[src/rtl/uart_rx_bit_timer.sv]
// uart_rx_bit_timer: UART receive bit-timing engine (sync, start detect, mid-bit strobes, parity/framing check)
//   clk, rst_n        : clock, asynchronous active-low reset
//   en                : receiver enable, low forces IDLE and suppresses pulses
//   rx                : raw asynchronous serial input, idle high
//   busy              : state != IDLE
//   sample_stb        : one-cycle mid-bit strobe for every data/parity/stop bit
//   sample_bit        : synchronised rx captured with sample_stb
//   bit_idx           : index of the sampled bit (data, then parity, then stop bits)
//   start_err         : start bit found high at its mid-point
//   frame_done        : pulse with the final stop-bit strobe
//   frame_err         : with frame_done, some stop bit sampled 0
//   parity_err        : with frame_done, parity mismatch
module uart_rx_bit_timer #(
  parameter int BIT_DIV     = 5208,
  parameter int DATA_BITS   = 8,
  parameter int PARITY_MODE = 0,
  parameter int STOP_BITS   = 1,
  parameter int SYNC_STAGES = 2
) (
  input  logic       clk,
  input  logic       rst_n,
  input  logic       en,
  input  logic       rx,
  output logic       busy,
  output logic       sample_stb,
  output logic       sample_bit,
  output logic [3:0] bit_idx,
  output logic       start_err,
  output logic       frame_done,
  output logic       frame_err,
  output logic       parity_err
);
  localparam int CW        = $clog2(BIT_DIV);
  localparam int HALF      = BIT_DIV / 2;
  localparam int LAST_BIT  = (PARITY_MODE != 0) ? DATA_BITS : DATA_BITS - 1;
  localparam int LAST_STOP = LAST_BIT + STOP_BITS;
  typedef enum logic [1:0] {IDLE, START, BITS, STOP} state_e;
  state_e                 state_q, state_d;
  logic [SYNC_STAGES-1:0] sync_q, sync_d;
  logic                   prev_q, prev_d;
  logic [CW-1:0]          cnt_q, cnt_d;
  logic [3:0]             idx_q, idx_d;
  logic                   par_q, par_d;
  logic                   ferr_q, ferr_d;
  logic                   sample_stb_q, sample_stb_d;
  logic                   sample_bit_q, sample_bit_d;
  logic [3:0]             bit_idx_q, bit_idx_d;
  logic                   start_err_q, start_err_d;
  logic                   frame_done_q, frame_done_d;
  logic                   frame_err_q, frame_err_d;
  logic                   parity_err_q, parity_err_d;
  logic                   rx_s, fall, mid, wrap, last, stb;
  assign rx_s = sync_q[SYNC_STAGES-1];
  assign fall = prev_q & ~rx_s;
  assign mid  = cnt_q == CW'(HALF);
  assign wrap = cnt_q == CW'(BIT_DIV - 1);
  assign last = state_q == STOP && mid && idx_q == 4'(LAST_STOP);
  assign stb  = en && (state_q == BITS || state_q == STOP) && mid;
  always_ff @(posedge clk or negedge rst_n) begin
    if (!rst_n) state_q <= IDLE;
    else        state_q <= state_d;
  end
  always_comb begin
    state_d = state_q;
    if (!en) state_d = IDLE;
    else begin
      case (state_q)
        IDLE:    state_d = fall ? START : IDLE;
        START:   state_d = (mid && rx_s) ? IDLE : wrap ? BITS : START;
        BITS:    state_d = (wrap && idx_q == 4'(LAST_BIT)) ? STOP : BITS;
        default: state_d = last ? IDLE : STOP;
      endcase
    end
  end
  always_comb begin
    sync_d       = {sync_q[SYNC_STAGES-2:0], rx};
    // hold the edge-delay flop while leaving STOP so an edge in that cycle is still seen in IDLE
    prev_d       = last ? prev_q : rx_s;
    // the edge-detect cycle already belongs to the start bit, so counting resumes at 1
    cnt_d        = (state_d == IDLE) ? '0 : (state_q == IDLE) ? CW'(1) : wrap ? '0 : cnt_q + 1'b1;
    idx_d        = (state_q == BITS || state_q == STOP) ? (wrap ? idx_q + 4'd1 : idx_q) : 4'd0;
    par_d        = (state_q == START) ? 1'b0 : (state_q == BITS && mid) ? par_q ^ rx_s : par_q;
    ferr_d       = (state_q == START) ? 1'b0 : (state_q == STOP && mid) ? ferr_q | ~rx_s : ferr_q;
    sample_stb_d = stb;
    sample_bit_d = stb ? rx_s : sample_bit_q;
    bit_idx_d    = stb ? idx_q : bit_idx_q;
    start_err_d  = en && state_q == START && mid && rx_s;
    frame_done_d = en && last;
    frame_err_d  = en && last && (ferr_q | ~rx_s);
    parity_err_d = en && last && (PARITY_MODE == 1 ? ~par_q : PARITY_MODE == 2 ? par_q : 1'b0);
  end
  always_ff @(posedge clk or negedge rst_n) begin
    if (!rst_n) begin
      sync_q       <= '1;
      prev_q       <= 1'b1;
      cnt_q        <= '0;
      idx_q        <= 4'd0;
      par_q        <= 1'b0;
      ferr_q       <= 1'b0;
      sample_stb_q <= 1'b0;
      sample_bit_q <= 1'b1;
      bit_idx_q    <= 4'd0;
      start_err_q  <= 1'b0;
      frame_done_q <= 1'b0;
      frame_err_q  <= 1'b0;
      parity_err_q <= 1'b0;
    end else begin
      sync_q       <= sync_d;
      prev_q       <= prev_d;
      cnt_q        <= cnt_d;
      idx_q        <= idx_d;
      par_q        <= par_d;
      ferr_q       <= ferr_d;
      sample_stb_q <= sample_stb_d;
      sample_bit_q <= sample_bit_d;
      bit_idx_q    <= bit_idx_d;
      start_err_q  <= start_err_d;
      frame_done_q <= frame_done_d;
      frame_err_q  <= frame_err_d;
      parity_err_q <= parity_err_d;
    end
  end
  assign busy       = state_q != IDLE;
  assign sample_stb = sample_stb_q;
  assign sample_bit = sample_bit_q;
  assign bit_idx    = bit_idx_q;
  assign start_err  = start_err_q;
  assign frame_done = frame_done_q;
  assign frame_err  = frame_err_q;
  assign parity_err = parity_err_q;
endmodule

[config.mk]
export PLATFORM = sky130hd
export DESIGN_NAME = uart_rx_bit_timer
export DESIGN_NICKNAME = d
export VERILOG_FILES = /design/src/rtl/uart_rx_bit_timer.sv
export SDC_FILE = /design/constraint.sdc
export NUM_CORES = 1
export LEC_CHECK = 0
export CAP_MARGIN = 30
export CORE_ASPECT_RATIO = 0.7
export CORE_UTILIZATION = 55
export CTS_BUF_LIST = sky130_fd_sc_hd__clkbuf_8
export CTS_CLUSTER_DIAMETER = 200
export DETAILED_ROUTE_END_ITERATION = 6
export GPL_ROUTABILITY_DRIVEN = 0
export PLACE_DENSITY = 0.79
export SKIP_CTS_REPAIR_TIMING = 1
export SLEW_MARGIN = 15
export SYNTH_ARGS = -nofsm -noshare
export SYNTH_HDL_FRONTEND = slang
export SYNTH_SLANG_ARGS = --single-unit
export TNS_END_PERCENT = 5
[constraint.sdc]
create_clock -name clk -period 4.1 [get_ports clk]
set_clock_uncertainty 0.2 [all_clocks]
set_input_delay 0.82 -clock clk [delete_from_list [all_inputs] [get_ports clk]]
set_output_delay 0.82 -clock clk [all_outputs]
set_load 0.02 [all_outputs]
==> impl_metrics.csv <==
group,metric,value,unit
finish,final_common_cell,"dfrtp_1",
timing,tns,0,ns
power_and_ir_drop,p_per_area,343,nW/um2
yosys,yosysUniqueCellTypes,42,
finish,area_delta_synth_final,16.0,%
worst_setup_path,cp_data_required_time,3.08,ns
worst_setup_path,r2r_slack,2.00,ns
timing,relSlewSlack,0.624,
yosys,yosysTopAreaCell,"dfrtp_1",
yosys,synth-async-reset-ratio,1.00,
placement,post-place-ws,1.70,ns
worst_setup_path,critPathKind,"reg -> out",
timing,setup_viol,0,
grt,grt_pass1_vias,1106,
worst_hold_path,min_delay_path_depth,0,
yosys,ys_seq_elements,32,
clock_tree,clkLatencyLatePin,0.29,ns
yosys,ys.flop_type,"dfrtp_1",
clock_tree,clk_path_buf_depth,2,
run_status,status,"completed",
finish,drive_above_1_share,0.158,
die,die_area,3150,um2
clock_tree,cts_tree,"done",
die,core-area,2610,um2
power_and_ir_drop,p_leak,0.780,nW
clock_tree,clk_pin_slew,0.06,ns
clock_tree,cts_root_buf,"clkbuf_8",
yosys,synth_nets,155,
yosys,syn_area_per_cell,10.9,um2
drt,drtAntennaViolNets,0,
worst_hold_path,min_to,"sync_q[1]",
finish,nets,172,
placement,io_buffers,13,
grt,gr-total-overflow,0,
worst_hold_path,min-delay-start,"sync_q[0]",
placement,dp_hpwl,2280,um
grt,antenna_found_initial,0,
finish,n_fill_cell,187,
drt,drt-pass1-iter-count,4,
finish,seq_area,806,um2
die,die_x,66.6,um
clock_tree,htree_levels,2,
timing,period_minus_slack,2.71,ns
run,maxCapViolations,0,
worst_setup_path,crit_arrival,1.69,ns
yosys,synth.top_cell.area_share,0.436,
yosys,syn-instance-count,147,
drt,drt_iter0_drc,102,
grt,track_usage,0.239,
timing,rsz0062_at_grt,"no",
yosys,syn_area,1610,um2
worst_setup_path,cp-start-kind,"flop",
die,pin_count,15,
worst_hold_path,hold_path_class,"reg -> reg",
timing,postLayoutSetupSlackWorst,1.39,ns
worst_setup_path,end_kind,"primary output",
timing,min_period_over_period,0.661,
worst_setup_path,r2r_start,"cnt_q[0]",
timing,worst_pin_slew,0.563,ns
finish,multi_input_area,749,um2
grt,grt_pass1_wl,5200,um
clock_tree,cts_sinks,32,
die,fp.dieH,47.2,um
grt,grt_max_degree,33,
drt,drc,0,
power_and_ir_drop,ir_drop,447,uV
drt,vias,1166,
yosys,synth-edff-count,0,
yosys,yosysSeqAreaShare,0.501,
yosys,yosys-top-cells-area,"dfrtp_1 44%, dfstp_2 6.5%, xnor2_1 4.9%",
die,rows,15,
worst_setup_path,r2r-end,"cnt_q[12]",
timing,report.final.hold_viol_count,0,
finish,antenna_cells,0,
timing,max_freq,369,MHz
worst_setup_path,cp_max_fo,12,
yosys,yosysWarnings,0,
drt,routed_via_density,5.86,
drt,wl,3110,um
die,initial_core_util,0.616,
drt,wire_per_inst,15.6,um
finish,layout.cells.most_common_list,"28 x dfrtp_1, 17 x nor2_1, 13 x clkdlybuf4s50_1",
worst_setup_path,r2r_cells,6,
timing,drv_slew,0,
clock_tree,cts-buffers-inserted,5,
[logic make-up (layout without fill, tap and decap cells)]
family,count (synthesis),in the layout,share of synthesized area
buffers and inverters,10,28,0.0327
muxes,6,6,0.0537
adders and majority gates,4,4,0.0311
and+or+nand+nor,66,66,0.240
DFF,32,32,0.501
other,1,1,0.00233
xor gates and xnor gates,13,13,0.0708
AOI/OAI and AO/OA,15,15,0.0677
[layer usage]
layer  global-route usage  vias up  part of all wire
li1                     -      546                 -
met1                0.345      572              0.49
met2                0.327       45              0.43
met3               0.0898        3             0.071
met4               0.0894        0            0.0080
met5                    0        -                 0
[critical path: stages (launching register included)]
cell and delay (ns):
dfrtp_1 0.49, or2_2 0.37, clkdlybuf4s50_1 0.55
[per-stage QoR]
step                      hold WS (ns)  instance area (um2)  cells  utilization  power, mW
after floorplan                  0.145                 1610    147            -      0.340
after global placement           0.147                 1760    191        0.674      0.354
after detailed placement         0.149                 1760    191        0.674      0.354
final                            0.157                 1870    199        0.715      0.639
after global routing             0.162                 1870    199        0.715      0.663
after CTS                        0.155                 1870    199        0.715      0.650
[report_power, final]
part	internal (mW)	switching [mW]	total, mW
Combinational	0.00892	0.0156	0.0245
Sequential	0.320	0.00368	0.324
Clock	0.178	0.113	0.291
[Yosys cell counts, types with 2 or more instances]
master / instances
and3_4: 2
dfrtp_1: 28
xor2_1: 4
xnor2_1: 9
nor4_1: 2
and2_1: 5
ha_1: 4
nor3_1: 2
mux2_4: 5
inv_1: 6
nor2_1: 17
dfstp_2: 4
and3_1: 4
and4bb_2: 3
nand3_1: 7
a21boi_0: 2
a21oi_1: 3
clkbuf_1: 2
nand2_1: 8
o211ai_1: 2
nand4_1: 6
nor2b_1: 2
[worst max path at each step]
| stage | cells after the start | to | slack (ns) | start |
|---|---|---|---|---|
| finish | 2 | busy | 1.39 | state_q[1] |
| global route | 2 | busy | 1.32 | state_q[1] |
| global placement | 2 | busy | 1.72 | state_q[1] |
| detailed placement | 2 | busy | 1.70 | state_q[1] |
| floorplan | 7 | bit_idx[0] | 2.20 | cnt_q[0] |
| CTS | 2 | busy | 1.37 | state_q[1] |
[layout make-up]
cell class,count,share of cell area
clock inverter,3,0.0208
inverter,6,0.0121
tap,34,0.0228
multi-input combinational,105,0.402
timing repair buffer,14,0.0738
sequential,32,0.432
clock buffer,5,0.0369
[flip-flops by register name, summed over array words and instances (netlist names)]
| register | flops |
|---|---|
| state_q | 2 |
| sample_stb | 1 |
| bit_idx | 4 |
| frame_done | 1 |
| idx_q | 4 |
| cnt_q | 13 |
| frame_err | 1 |
| sample_bit | 1 |
| start_err | 1 |
| ferr_q | 1 |
| sync_q | 2 |
| prev_q | 1 |
Power figures use the tool's default switching activity.
